==> src/rtl/sc_spi_arb.sv <==
// Round-robin arbiter sharing one SPI engine among NUM_OF_REQ requesters.
// Grant is held across CS-extended chains; start timeout returns an error pulse.
module sc_spi_arb #(
  parameter int NUM_OF_REQ   = 4,
  parameter int CSSEL_W      = 5,
  parameter int BUSY_TIMEOUT = 255
) (
  input  logic                          i_sysclk,
  input  logic                          i_sysrst,
  input  logic [NUM_OF_REQ-1:0]         i_req,
  input  logic [NUM_OF_REQ*CSSEL_W-1:0] i_req_cssel,
  input  logic [NUM_OF_REQ-1:0]         i_req_csextend,
  output logic [NUM_OF_REQ-1:0]         o_gnt,
  output logic [NUM_OF_REQ-1:0]         o_done,
  output logic [NUM_OF_REQ-1:0]         o_err,
  output logic                          o_txstart,
  output logic [CSSEL_W-1:0]            o_cssel,
  output logic                          o_csextend,
  input  logic                          i_spibusy,
  input  logic                          i_spicomplete
);

  localparam int IW = (NUM_OF_REQ > 1) ? $clog2(NUM_OF_REQ) : 1;
  localparam logic [NUM_OF_REQ-1:0] ONE = NUM_OF_REQ'(1);

  typedef enum logic [2:0] {
    S_IDLE,
    S_START,
    S_WAIT_BUSY,
    S_WAIT_CMPL,
    S_LOCK
  } state_t;

  state_t                  r_state;
  logic [IW-1:0]           r_ptr;
  logic [IW-1:0]           r_gidx;
  logic [15:0]             r_cnt;
  logic [NUM_OF_REQ-1:0]   r_gnt;
  logic [NUM_OF_REQ-1:0]   r_done;
  logic [NUM_OF_REQ-1:0]   r_err;
  logic                    r_txstart;
  logic [CSSEL_W-1:0]      r_cssel;
  logic                    r_csextend;

  logic [CSSEL_W-1:0]      w_cssel_arr [NUM_OF_REQ];
  logic [IW-1:0]           w_idx;
  logic [IW-1:0]           w_win;
  logic                    w_win_vld;
  logic [IW-1:0]           w_gnext;
  logic [16:0]             w_cnt_nxt;
  logic                    w_cmpl;
  logic                    w_timeout;

  always_comb begin
    for (int i = 0; i < NUM_OF_REQ; i++) begin
      w_cssel_arr[i] = i_req_cssel[i*CSSEL_W +: CSSEL_W];
    end
  end

  // Walk downward so the candidate closest to the pointer is written last and wins.
  always_comb begin
    w_idx     = '0;
    w_win     = '0;
    w_win_vld = 1'b0;
    for (int k = NUM_OF_REQ - 1; k >= 0; k--) begin
      w_idx = IW'((int'(r_ptr) + k) % NUM_OF_REQ);
      if (i_req[w_idx]) begin
        w_win     = w_idx;
        w_win_vld = 1'b1;
      end
    end
  end

  assign w_gnext   = (r_gidx == IW'(NUM_OF_REQ - 1)) ? '0 : r_gidx + IW'(1);
  assign w_cnt_nxt = {1'b0, r_cnt} + 17'd1;
  assign w_timeout = (w_cnt_nxt >= 17'(BUSY_TIMEOUT - 1));
  assign w_cmpl    = i_spicomplete && ((r_state == S_WAIT_BUSY) || (r_state == S_WAIT_CMPL));

  always_ff @(posedge i_sysclk) begin
    if (i_sysrst) begin
      r_state    <= S_IDLE;
      r_ptr      <= '0;
      r_gidx     <= '0;
      r_cnt      <= '0;
      r_gnt      <= '0;
      r_done     <= '0;
      r_err      <= '0;
      r_txstart  <= 1'b0;
      r_cssel    <= '0;
      r_csextend <= 1'b0;
    end else begin
      r_done    <= '0;
      r_err     <= '0;
      r_txstart <= 1'b0;
      if (w_cmpl) begin
        r_done <= ONE << r_gidx;
        if (r_csextend) begin
          r_state <= S_LOCK;
        end else begin
          r_gnt   <= '0;
          r_ptr   <= w_gnext;
          r_state <= S_IDLE;
        end
      end else begin
        case (r_state)
          S_IDLE: begin
            if (w_win_vld && !i_spibusy) begin
              r_gidx     <= w_win;
              r_gnt      <= ONE << w_win;
              r_cssel    <= w_cssel_arr[w_win];
              r_csextend <= i_req_csextend[w_win];
              r_txstart  <= 1'b1;
              r_state    <= S_START;
            end
          end
          S_START: begin
            r_cnt   <= '0;
            r_state <= S_WAIT_BUSY;
          end
          S_WAIT_BUSY: begin
            if (i_spibusy) begin
              r_state <= S_WAIT_CMPL;
            end else if (w_timeout) begin
              r_err      <= ONE << r_gidx;
              r_gnt      <= '0;
              r_csextend <= 1'b0;
              r_ptr      <= w_gnext;
              r_state    <= S_IDLE;
            end else begin
              r_cnt <= w_cnt_nxt[15:0];
            end
          end
          S_WAIT_CMPL: begin
            r_state <= S_WAIT_CMPL;
          end
          S_LOCK: begin
            // Skip the DONE cycle so the requester has a cycle to drop REQ.
            if (r_done == '0) begin
              if (i_req[r_gidx]) begin
                r_csextend <= i_req_csextend[r_gidx];
                r_txstart  <= 1'b1;
                r_state    <= S_START;
              end else begin
                r_gnt      <= '0;
                r_csextend <= 1'b0;
                r_ptr      <= w_gnext;
                r_state    <= S_IDLE;
              end
            end
          end
          default: r_state <= S_IDLE;
        endcase
      end
    end
  end

  assign o_gnt      = r_gnt;
  assign o_done     = r_done;
  assign o_err      = r_err;
  assign o_txstart  = r_txstart;
  assign o_cssel    = r_cssel;
  assign o_csextend = r_csextend;

endmodule

==> config.mk <==
export PLATFORM = sky130hd
export DESIGN_NAME = sc_spi_arb
export DESIGN_NICKNAME = d
export VERILOG_FILES = /design/src/rtl/sc_spi_arb.sv
export SDC_FILE = /design/constraint.sdc
export NUM_CORES = 1
export LEC_CHECK = 0
export ABC_AREA = 1
export BUFFER_PORTS_ARGS = -buffer_cell sky130_fd_sc_hd__buf_2
export CAP_MARGIN = 10
export CELL_PAD_IN_SITES_DETAIL_PLACEMENT = 0
export CELL_PAD_IN_SITES_GLOBAL_PLACEMENT = 1
export CORE_UTILIZATION = 41
export DETAILED_ROUTE_END_ITERATION = 8
export MAX_ROUTING_LAYER = met4
export PLACE_DENSITY = 0.86
export REMOVE_ABC_BUFFERS = 1
export SYNTH_ARGS = -nofsm -noshare
export SYNTH_HDL_FRONTEND = slang
export SYNTH_SLANG_ARGS = --single-unit
==> constraint.sdc <==
create_clock -name i_sysclk -period 2.75 [get_ports i_sysclk]
set_clock_uncertainty 0.05 [all_clocks]
set_input_delay 0.1375 -clock i_sysclk [delete_from_list [all_inputs] [get_ports i_sysclk]]
set_output_delay 0.1375 -clock i_sysclk [all_outputs]
set_load 0.1 [all_outputs]
Word level (Yosys, flattened, before mapping)
Index checks and enable logic that the tools add are counted.
{"block": "totals", "register_bits": 42, "output_inout_bits": 19}
{"block": "classes", "add_sub_neg": 5, "n_lt_le_gt_ge": 8, "n_eq_ne": 17, "n_shift": 2, "n_mux": 62, "bitwise_logic": 4, "reduce_logical": 19}
{"operator": "two-way mux 16 bit", "n": 2}
{"operator": "case mux 16 bit (2 select lines)", "n": 1}
{"operator": "two-way mux 4 bit", "n": 7}
{"operator": "two-way mux 2 bit", "n": 11}
{"operator": "two-way mux 1 bit", "n": 20}
{"operator": "less-than comparator 2 x 3 -> 1 bit (second input constant)", "n": 6}
{"operator": "two-way mux 3 bit", "n": 6}
{"operator": "adder 16 x 1 -> 17 bit (second input constant)", "n": 1}
{"operator": "greater-or-equal comparator 17 x 8 -> 1 bit (second input constant)", "n": 1}
{"operator": "!= test 3 bit (second input constant)", "n": 5}
{"operator": "case mux 3 bit (5 select lines)", "n": 1}
{"operator": "binary-select mux 1 bit (select 2 bit)", "n": 7}
{"operator": "!= test 2 bit (second input constant)", "n": 6}
{"operator": "case mux 4 bit (3 select lines)", "n": 1}
{"operator": "AND reduction 6 bit", "n": 2}
{"operator": "binary-select mux 5 bit (select 2 bit)", "n": 1}
{"operator": "two-way mux 5 bit", "n": 2}
{"operator": "left shift 1 x 2 -> 4 bit (first input constant)", "n": 2}
{"operator": "AND reduction 7 bit", "n": 1}
{"operator": "equality test 3 x 2 -> 1 bit (second input constant)", "n": 2}
{"operator": "AND reduction 3 bit", "n": 2}
{"operator": "nonzero test 3 bit", "n": 2}
{"operator": "OR reduction 5 bit", "n": 1}
{"operator": "adder 2 x 1 -> 2 bit (second input constant)", "n": 2}
{"operator": "20 further kinds", "n": 25}

Depth between registers and ports, before layout
{"block": "logic_depth", "word_depth": 11, "ltp_mapped": 16, "ltp_nobuf": 16}

Worst setup path before layout
OpenSTA, ideal clock, no wires.
{"block": "synth_path", "path_kind": "reg-to-reg", "startpoint": "register r_done[3] (netlist: o_done[3])", "endpoint": "register r_gnt[0] (netlist: o_gnt[0])", "setup_ps": 113, "arrival_time_ps": 1783, "required_time_ps": 2587, "setup_slack_ps": 804, "stages_incl_launch_ff": 12, "n_path_buf": 0, "synth_period_minus_slack_ps": 1946, "path_cell_list": "dfxtp_1 -> nor2_1 -> nand2_1 -> nand2_1 -> o21ai_0 -> nor2_1 -> inv_1 -> a21oi_1 -> nand3_2 -> nand2_1 -> nand2_1 -> nor2_1"}
{"block": "synth_via", "elab_chain_cells": 3}
{"item": "from (decl)", "line": "39", "rtl": "logic [NUM_OF_REQ-1:0] r_done;"}
{"item": "from (signal assigned)", "line": "96", "rtl": "r_done <= ONE << r_gidx;"}
{"item": "zero test 4 bit", "line": "138", "rtl": "if (r_done == '0) begin"}
{"item": "!= test 3 bit (no line)"}
{"item": "AND reduction 7 bit (no line)"}
{"item": "to (signal assigned)", "line": "109", "rtl": "r_gnt <= ONE << w_win;"}
{"item": "to (decl)", "line": "38", "rtl": "logic [NUM_OF_REQ-1:0] r_gnt;"}
Every way passes these cells.
A chain may end at the register's enable or synchronous reset.

Final worst setup path
{"block": "layout_path", "startpoint": "register r_ptr[0]", "endpoint": "register r_cssel[0] (netlist: o_cssel[0])"}
{"block": "layout_via", "elab_chain_cells": 11, "word_cells_on_any_way": 25}
{"item": "from (decl)", "line": "35", "rtl": "logic [IW-1:0] r_ptr;"}
{"item": "from (signal assigned)", "line": "101", "rtl": "r_ptr <= w_gnext;"}
{"item": "from (signal assigned)", "line": "127", "rtl": "r_ptr <= w_gnext;"}
{"item": "from (signal assigned)", "line": "146", "rtl": "r_ptr <= w_gnext;"}
{"item": "adder 2 bit", "line": "66", "rtl": "w_idx = IW'((int'(r_ptr) + k) % NUM_OF_REQ);"}
{"item": "binary-select mux 1 bit (select 2 bit)", "line": "67", "rtl": "if (i_req[w_idx]) begin"}
{"item": "two-way mux 1 bit (implied by the code)", "line": "67"}
{"item": "two-way mux 2 bit (4 in a row)", "line": "67"}
{"item": "NOT 2 -> 3 bit (implied by the code)", "line": "110", "rtl": "r_cssel <= w_cssel_arr[w_win];"}
{"item": "binary-select mux 5 bit (select 2 bit)", "line": "110"}
{"item": "two-way mux 5 bit (implied by the code) (2 in a row)", "line": "110"}
{"item": "to (signal assigned)", "line": "110"}
{"item": "to (decl)", "line": "42", "rtl": "logic [CSSEL_W-1:0] r_cssel;"}
Parallel ways exist; a longest one is shown, timed or not. The select of a mux whose other input is x is not followed.

==> impl_metrics.ini <==
[worst_setup_path]
critPathMaxFanout = 12
crit_type = reg2reg
start_kind = flip-flop
cp_slowest_stage_delay_ns = 0.52
crit_arrival_ns = 2.52
worstPathRequired_ns = 2.94
slowest_stage = dfxtp_1
path_delay_family = simple AND/OR/NAND/NOR gates
worstPathBufferInverterCount = 1
cp_cell_sequence = nand2_1, o21ai_1, o21ai_0, nand3_1, nand3_1, nand2_1, inv_2, nor2_1, nand2_1, nand2_1, nor2_1, nor2_1
cp_common_cell = nand2_1
end_kind = flip-flop

[timing]
max_freq_ghz = 0.429
finalMaxSlewViolations = 0
hold_violations = 0
setup_viol = 0
fin_tns_setup_ns = 0
layout_setup_ws_ns = 0.419
relSlewSlack = 0.655
hold_ws_ns = 0.0926
rsz0062_at_grt = no
fin_crit_sh = 0.848
min_period_ns = 2.33
worst_pin_slew_ns = 0.517

[clock_network]
insertion_delay_ns = 0.29
cts_resized = 0
htreeDepth = 2
clk_pin_slew_ns = 0.08
tritoncts = yes
cts-root-buf = clkbuf_8
clock-sinks = 42
clk_path_buf_depth = 2
cts_setup_buffers = 0
cts_made_buffers = 5
postCtsHoldBufs = 0

[run_status]
outcome = finished clean

[grt]
antenna_found_initial = 0
grt_start_max_net_pins = 21
grt_util_all_layers = 0.211
gr-total-overflow = 0
grt_pass1_vias = 2555
grt_pass1_wl_um = 11000

[power_and_ir_drop]
power_report.internal_total_mw = 1.47
p_clk_frac = 0.154
netSwitchingPower_mw = 1.69
power.share.switching = 0.534
p_leak_nw = 1.48
p_per_area_nw_per_um2 = 1030
pwr-share-comb = 0.590
ir_drop_v = 0.000774
pwr-share-seq = 0.256

[layout]
layout_common_cells = nand2_1, nor2_1, inv_1
layout-drive-gt1-share = 0.170
final_cells = 562
final_common_cell = nand2_1
antennaDiodeCount = 0
final_nets = 524
area_growth_pct = 16.2

[drt]
wl_per_cell_um = 11.1
initialDrtViolationCount = 117
avgViaCountPerCell = 4.90
drc = 0
drtAntennaViolNets = 0
drt_first_pass_iters = 4
dr_total_vias = 2754
routed_wl_um = 6230

[logic_synthesis]
syn_avg_cell_area_um2 = 6.06
ys_types = 27
yosysWarnings = 0
netlist_area_um2 = 2640
ys_seq_area_frac = 0.319
synth_cells = 435
ys_ff_latch = 42

[floorplanning]
start_util = 0.435
die_width_um = 82.2
num_rows = 28
dieArea_um2 = 6760
pin_count = 51
core_area_um2 = 6060
die_h_um = 82.2

[placement]
routabilityCongestion = 0.796
place_ws_ns = 0.452
io_buffers = 50
hpwlAfterDp_um = 4800
dp.cells = 554

[job]
cap_violations = 0

[worst_hold_path]
hold_path.class = in2reg
[layout make-up]
cell class / instances / area, um^2
clock buffers: 7 / 76.3
clock inverters: 1 / 30.0
fillers: 635 / 3000
inverters: 59 / 221
multi-input cells: 327 / 1550
flip-flops and latches: 42 / 841
well taps: 75 / 93.8
repair buffers: 51 / 258
[power by group through the flow]
stage	logic, mW	clock network (mW)	registers [mW]
final	1.87	0.487	0.809
after global routing	2.12	0.520	0.831
after CTS	1.87	0.500	0.810
after detailed placement	1.86	0	0.824
after global placement	1.85	0	0.823
after floorplan	1.08	0	1.24
[worst reg2reg max path, delay by kind of cell, from the launching register on]
kind	cells	cell delay, ns
AO/OA/AOI/OAI	2	0.32
flip-flops	1	0.52
buffers and inverters	1	0.19
AND/OR/NAND/NOR	9	1.19
[worst paths after layout]
check / start / endpoint / slack (ns) / cells past startpoint
setup reg to reg: r_ptr[0] / o_cssel[0] / 0.42 / 12
setup / recovery: r_ptr[0] / o_cssel[0] / 0.42 / 12
hold reg to reg: r_cnt[15] / r_cnt[15] / 0.44 / 2
hold / removal: i_req_cssel[18] / o_cssel[3] / 0.09 / 5
[registers in the layout (all words and copies together) (netlist names)]
signal and cells:
o_cssel 5, o_done 4, r_ptr 2, o_gnt 4, r_cnt 16, r_state 3
o_err 4, o_txstart 1, o_csextend 1, r_gidx 2
[cell families after synthesis]
| family | Yosys count | synth area share |
|---|---|---|
| adder cells (fa/ha/maj) | 6 | 0.0285 |
| flip-flops | 42 | 0.319 |
| XOR/XNOR | 3 | 0.00996 |
| AO/OA/AOI/OAI | 40 | 0.0792 |
| AND/OR/NAND/NOR | 278 | 0.468 |
| buffers and inverters | 66 | 0.0953 |
[per-stage QoR]
stage	total power, mW	util	cell area (um^2)
6_report	3.16	0.506	3070
5_1_grt	3.47	0.506	3070
4_1_cts	3.18	0.506	3070
3_5_place_dp	2.69	0.488	2960
3_3_place_gp	2.68	0.488	2960
2_1_floorplan	2.31	-	2610
[layer usage]
| layer | part of all wire | routed length [um] | vias to the layer above | track usage |
|---|---|---|---|---|
| li1 | - | - | 1476 | - |
| met1 | 0.53 | 3290 | 1206 | 0.288 |
| met2 | 0.42 | 2600 | 66 | 0.330 |
| met3 | 0.048 | 300 | 6 | 0.0396 |
| met4 | 0.0071 | 44 | 0 | 0.0263 |
| met5 | 0 | 0 | - | - |
[Yosys cell counts]
| master | number | area [um^2] |
|---|---|---|
| a21oi_1 | 18 | 90.1 |
| buf_2 | 3 | 15.0 |
| clkbuf_1 | 4 | 15.0 |
| dfxtp_1 | 42 | 841 |
| ha_1 | 6 | 75.1 |
| inv_1 | 56 | 210 |
| inv_2 | 3 | 11.3 |
| nand2_1 | 128 | 480 |
| nand2_2 | 8 | 50.1 |
| nand3_1 | 35 | 175 |
| nand3_2 | 2 | 20.0 |
| nand3b_1 | 2 | 15.0 |
| nand4_1 | 8 | 50.1 |
| nor2_1 | 66 | 248 |
| nor2_2 | 8 | 50.1 |
| nor2_4 | 2 | 22.5 |
| nor3_1 | 16 | 80.1 |
| nor3_4 | 2 | 32.5 |
| o211ai_1 | 1 | 7.51 |
| o21ai_0 | 16 | 80.1 |
| o21ai_1 | 2 | 10.0 |
| o21bai_1 | 1 | 7.51 |
| o22ai_1 | 1 | 6.26 |
| o31ai_1 | 1 | 7.51 |
| or3_4 | 1 | 11.3 |
| xnor2_1 | 1 | 8.76 |
| xor2_1 | 2 | 17.5 |
Note: power is estimated with default switching activity, not from simulation.
